==> src/rtl/decode_issue_queue.sv <==
// Decode/issue queue: FIFO of fetched SPARC instructions with write attributes
// pre-decoded at enqueue, and a head-of-queue hazard check against NSTAGES downstream stages.
module decode_issue_queue #(
    parameter int PC_WIDTH  = 64,
    parameter int QDEPTH    = 4,
    parameter int NSTAGES   = 3,
    parameter int CNT_WIDTH = 16
) (
    input  logic                       clk,
    input  logic                       reset,
    input  logic                       in_valid,
    output logic                       in_ready,
    input  logic [31:0]                in_inst,
    input  logic [PC_WIDTH-1:0]        in_pc,
    input  logic                       flush,
    output logic                       out_valid,
    input  logic                       out_ready,
    output logic [31:0]                out_inst,
    output logic [PC_WIDTH-1:0]        out_pc,
    output logic [4:0]                 out_rd,
    output logic                       out_reg_write,
    output logic                       out_reg_write_double,
    output logic                       out_icc_write,
    output logic                       out_y_write,
    output logic                       cwp_dec,
    output logic                       cwp_inc,
    input  logic [5*NSTAGES-1:0]       stg_rd,
    input  logic [NSTAGES-1:0]         stg_reg_write,
    input  logic [NSTAGES-1:0]         stg_reg_write_double,
    input  logic [NSTAGES-1:0]         stg_icc_write,
    input  logic [NSTAGES-1:0]         stg_y_write,
    output logic [$clog2(QDEPTH):0]    occupancy,
    output logic [CNT_WIDTH-1:0]       stall_count
);
    localparam int PW = $clog2(QDEPTH);
    localparam int CW = PW + 1;

    // Handshake: a transfer happens on a posedge where valid & ready are both high;
    // valid never depends on ready on either side, and flush cancels both transfers.

    logic [31:0]          r_inst [QDEPTH];
    logic [PC_WIDTH-1:0]  r_pc   [QDEPTH];
    logic [3:0]           r_attr [QDEPTH];   // {reg_write, reg_write_double, icc_write, y_write}
    logic [PW-1:0]        r_wptr, r_rptr;
    logic [CW-1:0]        r_count;
    logic [CNT_WIDTH-1:0] r_stall;

    logic        w_enq, w_issue, w_present, w_hazard, w_stage_hit;
    logic [31:0] w_head_inst;
    logic [1:0]  w_op;
    logic [5:0]  w_op3;
    logic [4:0]  w_rs1, w_rs2, w_rdf, w_rdf_p1;
    logic        w_imm, w_is_store, w_is_std, w_is_bicc, w_is_ticc, w_is_nop;
    logic        w_reads_icc, w_reads_y;

    function automatic logic [3:0] decode_attrs(input logic [31:0] inst);
        logic [1:0] op;
        logic [5:0] op3;
        logic       rw, rwd, icc, y;
        op  = inst[31:30];
        op3 = inst[24:19];
        rw  = 1'b1;
        if (op == 2'b11 && op3[5:2] == 4'b0001) rw = 1'b0;
        if (op == 2'b00 && inst[24:22] == 3'b010) rw = 1'b0;
        if (op == 2'b10 && op3 == 6'b111010 && inst[28:25] == 4'b0000) rw = 1'b0;
        rwd = (op == 2'b11) && (op3 == 6'b000011);
        icc = (op == 2'b10) && ((op3[5:4] == 2'b01) || (op3 >= 6'b100000 && op3 <= 6'b100100));
        y   = (op == 2'b10) && (op3 inside {6'b001010, 6'b001011, 6'b011010, 6'b011011, 6'b100100});
        return {rw, rwd, icc, y};
    endfunction

    // A double write to rd also claims rd+1 (wrapping at 32).
    function automatic logic raw_match(input logic [4:0] r, input logic [4:0] rd,
                                       input logic rw, input logic dbl);
        logic [4:0] rd_p1;
        rd_p1 = rd + 5'd1;
        return ((r == rd) && (rd != 5'd0) && rw) || ((r == rd_p1) && dbl);
    endfunction

    assign w_head_inst = r_inst[r_rptr];
    assign w_op        = w_head_inst[31:30];
    assign w_op3       = w_head_inst[24:19];
    assign w_rs1       = w_head_inst[18:14];
    assign w_rs2       = w_head_inst[4:0];
    assign w_imm       = w_head_inst[13];
    assign w_rdf       = w_head_inst[29:25];
    assign w_rdf_p1    = w_rdf + 5'd1;
    assign w_is_store  = (w_op == 2'b11) && (w_op3[5:2] == 4'b0001);
    assign w_is_std    = (w_op == 2'b11) && (w_op3 == 6'b000111);
    assign w_is_bicc   = (w_op == 2'b00) && (w_head_inst[24:22] == 3'b010);
    assign w_is_ticc   = (w_op == 2'b10) && (w_op3 == 6'b111010);
    assign w_is_nop    = (w_head_inst == 32'h0100_0000);
    assign w_reads_icc = w_is_bicc || w_is_ticc ||
                         ((w_op == 2'b10) && (w_op3 inside {6'b001000, 6'b011000, 6'b001100, 6'b011100}));
    assign w_reads_y   = (w_op == 2'b10) && (w_op3 inside {6'b001110, 6'b001111, 6'b011110, 6'b011111});

    always_comb begin
        w_stage_hit = 1'b0;
        for (int k = 0; k < NSTAGES; k++) begin
            if (raw_match(w_rs1, stg_rd[5*k +: 5], stg_reg_write[k], stg_reg_write_double[k]))
                w_stage_hit = 1'b1;
            if (!w_imm && raw_match(w_rs2, stg_rd[5*k +: 5], stg_reg_write[k], stg_reg_write_double[k]))
                w_stage_hit = 1'b1;
            if (w_is_store && raw_match(w_rdf, stg_rd[5*k +: 5], stg_reg_write[k], stg_reg_write_double[k]))
                w_stage_hit = 1'b1;
            if (w_is_std && raw_match(w_rdf_p1, stg_rd[5*k +: 5], stg_reg_write[k], stg_reg_write_double[k]))
                w_stage_hit = 1'b1;
            if (stg_icc_write[k] && w_reads_icc)
                w_stage_hit = 1'b1;
            if (stg_y_write[k] && w_reads_y)
                w_stage_hit = 1'b1;
            if (w_is_ticc && stg_reg_write[k] &&
                ((stg_rd[5*k +: 5] == 5'd1) || (stg_rd[5*k +: 5] >= 5'd8 && stg_rd[5*k +: 5] <= 5'd13)))
                w_stage_hit = 1'b1;
        end
    end

    assign w_present = (r_count != '0);
    assign w_hazard  = w_stage_hit && !w_is_nop;
    assign in_ready  = (r_count != CW'(QDEPTH));
    assign out_valid = w_present && !w_hazard && !flush;
    assign w_enq     = in_valid && in_ready && !flush;
    assign w_issue   = out_valid && out_ready;

    always_comb begin
        out_rd = w_rdf;
        if (w_op == 2'b01)  out_rd = 5'd15;
        else if (w_is_ticc) out_rd = 5'd8;
    end

    assign out_inst             = w_head_inst;
    assign out_pc               = r_pc[r_rptr];
    assign out_reg_write        = r_attr[r_rptr][3];
    assign out_reg_write_double = r_attr[r_rptr][2];
    assign out_icc_write        = r_attr[r_rptr][1];
    assign out_y_write          = r_attr[r_rptr][0];
    assign cwp_dec              = w_issue && (w_op == 2'b10) && (w_op3 == 6'b111100);
    assign cwp_inc              = w_issue && (w_op == 2'b10) && (w_op3 == 6'b111101);
    assign occupancy            = r_count;
    assign stall_count          = r_stall;

    always_ff @(posedge clk or negedge reset) begin
        if (!reset) begin
            r_wptr  <= '0;
            r_rptr  <= '0;
            r_count <= '0;
            r_stall <= '0;
            for (int i = 0; i < QDEPTH; i++) begin
                r_inst[i] <= '0;
                r_pc[i]   <= '0;
                r_attr[i] <= '0;
            end
        end else begin
            if (flush) begin
                r_wptr  <= '0;
                r_rptr  <= '0;
                r_count <= '0;
            end else begin
                if (w_enq) begin
                    r_inst[r_wptr] <= in_inst;
                    r_pc[r_wptr]   <= in_pc;
                    r_attr[r_wptr] <= decode_attrs(in_inst);
                    r_wptr         <= r_wptr + PW'(1);
                end
                if (w_issue) r_rptr <= r_rptr + PW'(1);
                r_count <= r_count + CW'(w_enq) - CW'(w_issue);
            end
            if (w_present && w_hazard && !flush && (r_stall != '1))
                r_stall <= r_stall + CNT_WIDTH'(1);
        end
    end
endmodule

==> config.mk <==
export PLATFORM = sky130hd
export DESIGN_NAME = decode_issue_queue
export DESIGN_NICKNAME = d
export VERILOG_FILES = /design/src/rtl/decode_issue_queue.sv
export SDC_FILE = /design/constraint.sdc
export NUM_CORES = 1
export LEC_CHECK = 0
export BUFFER_PORTS_ARGS = -buffer_cell sky130_fd_sc_hd__buf_2
export CAP_MARGIN = 0
export CORE_MARGIN = 2
export CORE_UTILIZATION = 56
export DETAILED_ROUTE_END_ITERATION = 10
export HOLD_SLACK_MARGIN = 0.03
export PLACE_DENSITY = 0.88
export SLEW_MARGIN = 20
export SYNTH_ARGS = -nofsm -noshare
export SYNTH_HDL_FRONTEND = slang
export SYNTH_SLANG_ARGS = --single-unit
==> constraint.sdc <==
create_clock -name clk -period 7 [get_ports clk]
set_input_delay 1.4 -clock clk [delete_from_list [all_inputs] [get_ports clk]]
set_output_delay 1.4 -clock clk [all_outputs]
set_load 0.05 [all_outputs]
==> run metrics <==
status complete, no violations; Clock Sink Count 423; cell type with the largest total area after synthesis dfrtp_1; number of buffers created by CTS 44; max frequency 155 MHz; Root Buffer clkbuf_16; post-synthesis cell count 1418; utilization after layout 65.1%; setup TNS 0 ns; Tcrit/Tclk final 92.2%; DRC violations left 0; P_leak 0.0108 uW; Iter 0 DRT Violations 635; Die Width 196 um; detailed-route via count 12978; vias in the first global route 14114; Clk pwr share 18.2%; hold path depth 1; DIE AREA 38500 um^2; largest net degree at the start of global routing 187; R2R Setup Slk 1.76 ns; Synth Flop Type dfrtp_1; Hold WC Path Type register to register; IO Port Bufs 255; CTS tree yes; row cnt 70; internal power 7140 uW; Total GRT Usage 26.5%; max_cap viols 0; post-place instance area 22300 um^2; WHS Endpoint stall_count[4]$_DFFE_PN0P_; gp weighted congestion 0.965; synth unique cells 54; crit-path max FO 20; clk_skew 0.0223 ns; H-tree Lvls 2; Synth area leaders dfrtp_1 (51%), mux2_2 (22%), mux4_2 (11%); Core Area 36400 um^2; Reg power frac 31.9%; maximum clock path buffer count 3; Hold WS 0.498 ns; reg2reg start r_rptr[0]$_DFFE_PN0P_; worst-margin pin slew 1.09 ns; FF-to-FF path depth 16; CP Launch Type register; Area growth syn-to-layout 14.7%; DR WL/cell 23.6 um; DRT Wirelength 50600 um; post-layout min period 6.46 ns; most common cell in the netlist dfrtp_1; initial antenna violation count 11; syn_nets 1563; CP peak stage delay 0.68 ns; HP Start stall_count[4]$_DFFE_PN0P_; syn_area_per_cell 14.6 um^2; GRT overflow 0; CTS-repair resized insts 0; first-pass iteration count of the detailed router 5; CP cell instances buf_4 -> buf_4 -> mux4_2 -> and3_1 -> and3_1 -> a21oi_1 -> nand4_1 -> o32ai_1 -> nand4_1 -> nor4_1 -> buf_2; Commonest cells post-synth dfrtp_1 (423), mux2_2 (398), mux4_2 (100); crit path kind register to output port; Final ANT Viol Nets 0; Pins Over Slew Limit 0; final-report setup violation count 0; # fillers 2553; share of the synthesized area in the top cell type 51.2%; Reg clk slew, reported paths 0.06 ns; Skew-Pair Late Insertion Delay 0.55 ns; detailed placer's ending HPWL 33200 um; sequential fraction of the synthesis area 51.2%; post-CTS setup buffers 0; asr flop ratio synth 100%; switching power 5350 uW; hold_buf cts 0; unrepaired setup endpoints after global routing false; io pins 256; Yosys Warn Count 0; nets 1780; crit path DAT 5.06 ns; peak supply drop 0.366 mV; switch share 42.9%; r2r endpoint occupancy[2]$_DFF_PN0_; Worst Setup End Kind output port; share of layout cells above drive strength 1 51.2%; Mapped Area 20700 um^2; Final Cell Area 23700 um^2; worst relative slew slack 27.3%; Die H 196 um; CP max-delay cell mux4_2; Initial Utilization 56.7%; Vias/cell 6.06; first-pass GRT wire length 78900 um; Power Density 527 nW/um^2; post-synthesis register bit count 423; Fin. Hold Viols 0; Comb power frac 49.9%; EDFF count, synth 0; CP required 5.60 ns
## state kept, by name, summed over array words and instances (netlist names)
| register | count |
|---|---|
| r_pc | 256 |
| r_inst | 128 |
| r_attr | 16 |
| stall_count | 16 |
| occupancy | 3 |
| r_rptr | 2 |
| r_wptr | 2 |
## power groups by stage
stage	combinational [uW]	clock [uW]	sequential, uW
floorplan	4910	0	3830
detailed placement	6220	0	4010
global placement	6120	0	3900
finish	6230	2270	3990
global route	6550	2420	4100
CTS	6250	2320	3980
## area by class of cell
class,count,area (um^2),area share [%]
sequential,423,10600,44.7
antenna,6,15.0,0.0633
inverter,24,90.1,0.380
multi-input combinational,873,9580,40.4
tap,468,586,2.47
clock buffer,61,1290,5.43
clock inverter,19,136,0.575
timing repair buffer,269,1420,5.97
## cells in the final DEF, fill, tap and decap left out, types with 3 or more instances in the layout
cell       netlist  layout
diode_2          0       6
mux2_2         398     398
a31oi_1          9       9
xnor3_1          7       7
o21ai_0         12      12
nand2b_1         8       8
ha_1            16      16
a21oi_1          9       9
inv_6            0       3
xnor2_1         83      83
inv_1           24      24
nor4b_1          7       7
nand2_1         24      20
nor4_1          17      17
clkinv_2         0      13
and3_1          13      13
dfrtp_1        423     421
o41ai_1          4       4
clkbuf_16        0      45
mux4_2         100     100
buf_2           15     254
nand2_4          0       4
nor3b_1          5       5
nor3_1          23      23
clkbuf_1        61       6
buf_4            4      12
xor2_1          38      38
nand3_1         24      24
nor2_1          27      27
clkbuf_8         0      10
nand4_1         15      15
## per-layer routing
| metal | GRT usage, % | part of all wire [%] | vias to the layer above | wire [um] |
|---|---|---|---|---|
| met3 | 6.98 | 7.9 | 112 | 4010 |
| li1 | - | - | 5654 | - |
| met5 | 0 | 0.12 | - | 60 |
| met2 | 44.9 | 49 | 417 | 24900 |
| met4 | 9.23 | 3.0 | 10 | 1500 |
| met1 | 33.3 | 40 | 6785 | 20100 |
## worst max path at each step
stage | from | endpoint
2_1_floorplan | stg_rd[11] | cwp_dec
3_3_place_gp | stg_rd[11] | cwp_dec
3_5_place_dp | stg_rd[11] | cwp_dec
4_1_cts | r_rptr[0]$_DFFE_PN0P_ | cwp_dec
5_1_grt | r_rptr[0]$_DFFE_PN0P_ | cwp_dec
6_report | r_rptr[0]$_DFFE_PN0P_ | cwp_dec
## logic make-up after synthesis
group	count (synthesis)	synth area share [%]
AO/OA/AOI/OAI	46	1.43
multiplexers	501	32.7
XOR/XNOR	130	6.05
adder cells (fa/ha/maj)	17	1.07
buffers and inverters	122	2.56
flip-flops	423	51.2
AND/OR/NAND/NOR	179	4.94
## worst max-delay path, delay by kind of cell, from the launching register on
family	cells	cell delay [ns]
AND/OR/NAND/NOR	5	1.51
buffers and inverters	3	1.08
multiplexers	1	0.68
flip-flops	1	0.67
AO/OA/AOI/OAI	2	0.54
## per-stage QoR
stage          power [uW]  cells  setup slack (ns)
2_1_floorplan        8740   1418             0.611
3_3_place_gp        10000   2057              1.05
3_5_place_dp        10200   2057             0.934
4_1_cts             12600   2137             0.556
5_1_grt             13100   2139             0.211
6_report            12500   2143             0.545
No activity file was read; power rests on OpenSTA's default activity.
